===== src/rtl/mul_pkg.sv =====
// Shared types for the shift-add multiplier: controller states and counter-width helper.
package mul_pkg;

    typedef enum logic [1:0] {
        IDLE,
        CALC,
        DONE
    } mul_state_t;

    function automatic int unsigned cnt_w(input int unsigned w);
        return $clog2(w + 1);
    endfunction

endpackage


===== src/rtl/shift_add_dp.sv =====
// Shift-add datapath: shifted multiplicand A, multiplier B, accumulator and iteration count.
module shift_add_dp
    import mul_pkg::*;
#(
    parameter int unsigned WIDTH = 16
) (
    input  logic               clk,
    input  logic               rst,
    input  logic               load,
    input  logic               step,
    input  logic               clr,
    input  logic [WIDTH-1:0]   a_ld,
    input  logic [WIDTH-1:0]   b_ld,
    output logic [2*WIDTH-1:0] acc,
    output logic               bz,
    output logic               cz
);

    localparam int unsigned CW = cnt_w(WIDTH);

    logic [2*WIDTH-1:0] a_sh;
    logic [WIDTH-1:0]   b_sh;
    logic [CW-1:0]      cnt;

    always_ff @(posedge clk or posedge rst) begin
        if (rst) begin
            a_sh <= '0;
            b_sh <= '0;
            acc  <= '0;
            cnt  <= '0;
        end else if (clr) begin
            a_sh <= '0;
            b_sh <= '0;
            acc  <= '0;
            cnt  <= '0;
        end else if (load) begin
            a_sh <= {{WIDTH{1'b0}}, a_ld};
            b_sh <= b_ld;
            acc  <= '0;
            cnt  <= CW'(WIDTH);
        end else if (step) begin
            if (b_sh[0]) begin
                acc <= acc + a_sh;
            end
            a_sh <= a_sh << 1;
            b_sh <= b_sh >> 1;
            cnt  <= cnt - 1'b1;
        end
    end

    assign bz = (b_sh == '0);
    assign cz = (cnt == '0);

endmodule


===== src/rtl/shift_add_mul.sv =====
// Sequential shift-add multiplier with start/done handshake and early termination.
// Optional two's-complement operands when MUL_SIGNED_EN is defined.
module shift_add_mul
    import mul_pkg::*;
#(
    parameter int unsigned WIDTH = 16
) (
    input  logic               clk,
    input  logic               rst,
    input  logic               start,
    input  logic [WIDTH-1:0]   a_in,
    input  logic [WIDTH-1:0]   b_in,
    output logic               ready,
    output logic               done,
    output logic [2*WIDTH-1:0] product
);

    mul_state_t         state, next_state;
    logic               load, step, clr;
    logic               bz, cz;
    logic [WIDTH-1:0]   a_mag, b_mag;
    logic [2*WIDTH-1:0] acc;
    logic [2*WIDTH-1:0] result;

`ifdef MUL_SIGNED_EN
    logic sign;

    // Magnitude of the most negative value wraps to 2^(WIDTH-1), which reads correctly as unsigned.
    assign a_mag  = a_in[WIDTH-1] ? -a_in : a_in;
    assign b_mag  = b_in[WIDTH-1] ? -b_in : b_in;
    assign result = sign ? -acc : acc;

    always_ff @(posedge clk or posedge rst) begin
        if (rst) begin
            sign <= 1'b0;
        end else if (load) begin
            sign <= a_in[WIDTH-1] ^ b_in[WIDTH-1];
        end
    end
`else
    assign a_mag  = a_in;
    assign b_mag  = b_in;
    assign result = acc;
`endif

    shift_add_dp #(.WIDTH(WIDTH)) u_dp (
        .clk  (clk),
        .rst  (rst),
        .load (load),
        .step (step),
        .clr  (clr),
        .a_ld (a_mag),
        .b_ld (b_mag),
        .acc  (acc),
        .bz   (bz),
        .cz   (cz)
    );

    always_ff @(posedge clk or posedge rst) begin
        if (rst) begin
            state <= IDLE;
        end else begin
            state <= next_state;
        end
    end

    always_comb begin
        next_state = state;
        load       = 1'b0;
        step       = 1'b0;
        clr        = 1'b0;
        ready      = 1'b0;
        done       = 1'b0;
        unique case (state)
            IDLE: begin
                ready = 1'b1;
                if (start) begin
                    load       = 1'b1;
                    next_state = CALC;
                end
            end
            CALC: begin
                if (bz || cz) begin
                    next_state = DONE;
                end else begin
                    step = 1'b1;
                end
            end
            DONE: begin
                done       = 1'b1;
                clr        = 1'b1;
                next_state = IDLE;
            end
            default: next_state = IDLE;
        endcase
    end

    always_ff @(posedge clk or posedge rst) begin
        if (rst) begin
            product <= '0;
        end else if (load) begin
            product <= '0;
        end else if (state == CALC && (bz || cz)) begin
            product <= result;
        end
    end

endmodule


===== config.mk =====
export PLATFORM = sky130hd
export DESIGN_NAME = shift_add_mul
export DESIGN_NICKNAME = d
export VERILOG_FILES = /design/src/rtl/mul_pkg.sv /design/src/rtl/shift_add_dp.sv /design/src/rtl/shift_add_mul.sv
export SDC_FILE = /design/constraint.sdc
export NUM_CORES = 1
export LEC_CHECK = 0
export CAP_MARGIN = 40
export CORE_MARGIN = 2
export CORE_UTILIZATION = 60
export CTS_CLUSTER_SIZE = 20
export DETAILED_ROUTE_END_ITERATION = 12
export PLACE_DENSITY = 0.94
export SLEW_MARGIN = 40
export SYNTH_ARGS = -nofsm -noshare
export SYNTH_HDL_FRONTEND = slang
export SYNTH_SLANG_ARGS = --single-unit
export TNS_END_PERCENT = 10

===== constraint.sdc =====
create_clock -name clk -period 7.3 [get_ports clk]
set_clock_uncertainty 0.1 [all_clocks]
set_input_delay 1.46 -clock clk [delete_from_list [all_inputs] [get_ports clk]]
set_output_delay 1.46 -clock clk [all_outputs]
set_load 0.05 [all_outputs]

==> Word-level counts from Yosys, hierarchy flattened <==
Cells that the tools add are included.
{ "classes": {"addsub": 2, "n_eq_ne": 4, "mux": 24, "reduce_logical": 10} }
{ "ops": {"columns": ["operator", "count"], "rows": [
  ["2-to-1 mux 32 bit", 9],
  ["2-to-1 mux 16 bit", 3],
  ["adder 32 bit", 1],
  ["logical NOT 16 bit", 1],
  ["2-to-1 mux 5 bit", 3],
  ["2-to-1 mux 1 bit", 6],
  ["nonzero test 3 bit", 2],
  ["logical NOT 5 bit", 1],
  ["subtractor 5 x 1 -> 5 bit (second input constant)", 1],
  ["2-to-1 mux 2 bit", 2],
  ["case mux 2 bit (2 select lines)", 1],
  ["AND reduction 2 bit", 2],
  ["equality test 2 x 1 -> 1 bit (second input constant)", 1],
  ["equality test 2 bit (second input constant)", 1],
  ["logical NOT 2 bit", 1],
  ["!= test 2 x 1 -> 1 bit (second input constant)", 1],
  ["!= test 2 bit (second input constant)", 1],
  ["nonzero test 2 bit", 1],
  ["logical AND 1 bit", 1],
  ["logical OR 1 bit", 1]
]} }
{ "word_totals": {"ff_bits": 119, "input_bits": 35, "output_inout_bits": 34, "word_cells": 46} }

==> Longest topological paths before layout <==
{ "logic_depth": {"word_depth": 7, "mapped_depth": 11, "mapped_depth_nobuf": 11} }

==> Modules after synthesis <==
From an unflattened synthesis, not the netlist that was laid out.
{ "unflattened": {"cells_unflattened": 696, "hier_area_um2": 6663.9} }
{ "modules_own_cells": {"columns": ["module", "n_inst", "cells_per_inst", "area_each_um2"], "rows": [
  ["shift_add_dp", 1, 613, 5422.7],
  ["shift_add_mul", 1, 83, 1241.2]
]} }

==> Least setup slack after synthesis <==
No wires, ideal clock.
{ "synth_timing": {"path_type": "register -> output", "from": "register state[0]", "to": "output port done", "arrival_ns": 1.305, "setup_slack_ns": 4.435, "stages_incl_launch_ff": 4, "path_buffers": 2, "cell_sequence": "dfrtp_1 nor2b_1 clkbuf_1 clkbuf_1"} }
{ "synth_between": {"elab_chain_cells": 2} }
{ "synth_rtl": {"columns": ["element", "line", "rtl"], "rows": [
  ["from (decl)", "shift_add_mul.sv:18", "mul_state_t state, next_state;"],
  ["from (signal assigned)", "shift_add_mul.sv:63", "state <= next_state;"],
  ["equality test 2 bit", "shift_add_mul.sv:74", "unique case (state)"],
  ["2-to-1 mux 1 bit", "shift_add_mul.sv:74", null],
  ["to (decl)", "shift_add_mul.sv:14", "output logic done,"]
]} }
Every way passes these cells.

==> Final worst setup path <==
{ "layout_timing": {"from": "register state[0]", "to": "output port ready"} }
{ "layout_between": {"elab_chain_cells": 2} }
{ "layout_rtl": {"columns": ["element", "line", "rtl"], "rows": [
  ["logical NOT 2 bit", "shift_add_mul.sv:74", null],
  ["2-to-1 mux 1 bit", "shift_add_mul.sv:74", null],
  ["to (decl)", "shift_add_mul.sv:13", "output logic ready,"]
]} }
Every way passes these cells.

==> reports/results.txt <==
Clock power frac -> 0.201
fin crit period -> 3.619 ns
M1 wire length -> 6.962 mm
Top Metal Used -> met4
routed length per placed instance -> 16.94 um
Max IR drop VDD -> 0.0003156 V
Peak Freq -> 0.2764 GHz
Final Slew Violations -> 0
Die Y -> 109.9 um
Max-slew headroom -> 0.4915
Syn Nets -> 856
Hold/Removal Path Class -> flop to flop
synthesized flop and latch total -> 119
Overflow after GRT -> 0
Cell variety after synth -> 55
CTS tree -> built
# hold bufs at CTS -> 0
CP required -> 5.74 ns
Met2 Wirelength -> 7.856 mm
Reg power frac -> 0.288
Routed WL -> 16.65 mm
synth cell count leaders -> nand2_1, dfrtp_1, nand3_1
Seq/Total Area, Yosys -> 0.4424
vias in the first global route -> 5821
CP startpoint -> state[0]
die area -> 12080 um2
Synth area leaders -> dfrtp_1, nand2_1, ha_1
Fin Hold WS -> 0.3938 ns
combinational power share -> 0.511
Final Hold Vio Count -> 0
initial drt markers -> 572
vias -> 6012
Setup violations, final -> 0
first-pass GRT wire length -> 27.76 mm
Leak -> 3.758 nW
Final period util -> 0.4957
DP HPWL -> 10.64 mm
total CTS buffers -> 17
largest net degree at the start of global routing -> 93
Final #Nets -> 899
r2r startpoint -> u_dp.cnt[0]
# Post-CTS Setup Buffers -> 0
Clock Sinks -> 119
Syn Inst Count -> 787
Synth top area share -> 0.4424
Setup crit start kind -> flop
count leader, synth -> nand2_1
Die Width -> 109.9 um
initial antenna violation count -> 0
RSZ-0062 raised after global routing -> no
share of layout cells above drive strength 1 -> 0.06762
DR vias/cell -> 6.116
final antenna-violating net count -> 0
Post-synth EDFFs -> 0
P_sw -> 1.885 mW
Clk Latency, worst-skew pair -> 0.53 ns
setup TNS -> 0 ns
port bufs -> 68
actual slew at the worst max-slew pin -> 0.7529 ns
WP data arrival -> 2.06 ns
Post-Syn Area -> 6731 um2
area grow syn2layout -> 19.39%
Core ar. -> 10890 um2
prevailing post-synth register cell -> dfrtp_1
antenna cells -> 0
count of cells resized by post-cts repair -> 0
status -> completed
Residual DRC -> 0
Root Driver -> clkbuf_8
CTS max path bufs -> 2
Synth Warn # -> 0
Initial DRT Pass Iterations -> 5
maxcap violations -> 0
worst-path maximum fanout -> 6
Net Sw Frac -> 0.4548
Worst setup EP type -> output port
Initial Util -> 0.6182
I/O pin count -> 69
H-tree depth -> 4
Core Util, Final -> 0.7381
source of the worst hold timing path -> product[31]
met3 WL -> 1.489 mm
GPL Wtd Cong -> 0.9091
Clock transition at path regs -> 0.06 ns
dominant cell type by area after synthesis -> dfrtp_1
Async S/R FF share, synth -> 1.000
# rows -> 38
Avg Cell Area, Syn -> 8.553 um2
Power Density -> 515.9 nW/um2
WS Path Type -> flop to output port
Overall Global Routing Usage -> 0.2938
Internal Pwr Total -> 2.261 mW
-- worst max-delay path: stages, from the launching register on --
cell and delay (ns):
dfrtp_1 0.46, nor2_1 0.23, clkdlybuf4s50_1 0.85
-- final timing paths --
path / depth (start not counted) / to / slack (ns)
worst max register to register: 10 / u_dp.acc[30] / 4.19
min in group asynchronous: 2 / product[10] / 1.28
worst max-delay path: 2 / ready / 3.68
worst min register to register: 2 / product[31] / 0.39
max in group asynchronous: 3 / u_dp.acc[1] / 4.70
worst min-delay path: 2 / product[31] / 0.39
-- routing by layer --
metal,track usage,up-vias
li1,-,2845
met1,0.4012,2836
met2,0.4597,291
met3,0.06283,40
met4,0.1121,0
met5,0,-
-- per-stage QoR --
| step | total power, mW | instances | cell area [um2] | setup WS, ns |
|---|---|---|---|---|
| CTS | 4.114 | 983 | 8025 | 3.686 |
| global route | 4.416 | 983 | 8036 | 3.625 |
| detailed placement | 3.236 | 951 | 7438 | 3.877 |
| floorplan | 2.749 | 787 | 6731 | 2.583 |
| finish | 4.146 | 983 | 8036 | 3.681 |
| global placement | 3.132 | 949 | 7396 | 3.949 |
-- cells in the final DEF, fill, tap and decap left out, drive strengths merged, types with 3 or more instances in the layout --
cell type	n
a211o	5
a211oi	5
a21o	16
a21oi	50
a311oi	29
a31oi	7
a32o	3
and2	6
and3	10
buf	8
bufinv	3
clkbuf	19
clkdlybuf4s50	68
clkinv	7
clkinvlp	3
dfrtp	119
ha	33
inv	14
nand2	193
nand2b	3
nand3	65
nand4	7
nor2	56
nor2b	6
nor3	8
nor4	5
o211ai	4
o21a	3
o21ai	39
o21bai	5
xnor2	16
xor2	10
-- final cells by class --
| type | instances | area [um2] |
|---|---|---|
| well taps | 140 | 175.2 |
| repair buffers | 76 | 772.0 |
| flip-flops and latches | 119 | 2978 |
| clock buffers | 19 | 431.7 |
| clock inverters | 13 | 155.1 |
| inverters | 14 | 57.56 |
| fillers | 753 | 2851 |
| multi-input cells | 602 | 3467 |
-- cells by family (layout without fill, tap and decap cells) --
group                    after synthesis  in the layout  synth area share
adder cells (fa/ha/maj)               34             34           0.06431
XOR/XNOR                              26             26           0.03383
AND/OR/NAND/NOR                      363            363            0.2338
AO/OA/AOI/OAI                        177            177            0.1775
buffers and inverters                 66            122           0.04517
flip-flops                           119            119            0.4424
multiplexers                           2              2          0.002974
-- sequential cells by signal (all words and copies together), names as in the netlist --
register   count
state          2
u_dp.acc      32
product       32
u_dp.b_sh     16
u_dp.a_sh     32
u_dp.cnt       5
-- power by group through the flow --
stage / logic (mW) / clock network (mW) / registers (mW)
final: 2.12 / 0.833 / 1.20
after global routing: 2.32 / 0.869 / 1.23
after CTS: 2.09 / 0.835 / 1.19
after detailed placement: 2.04 / 0 / 1.19
after global placement: 1.96 / 0 / 1.18
after floorplan: 1.40 / 0 / 1.35
Power figures use the tool's default switching activity.
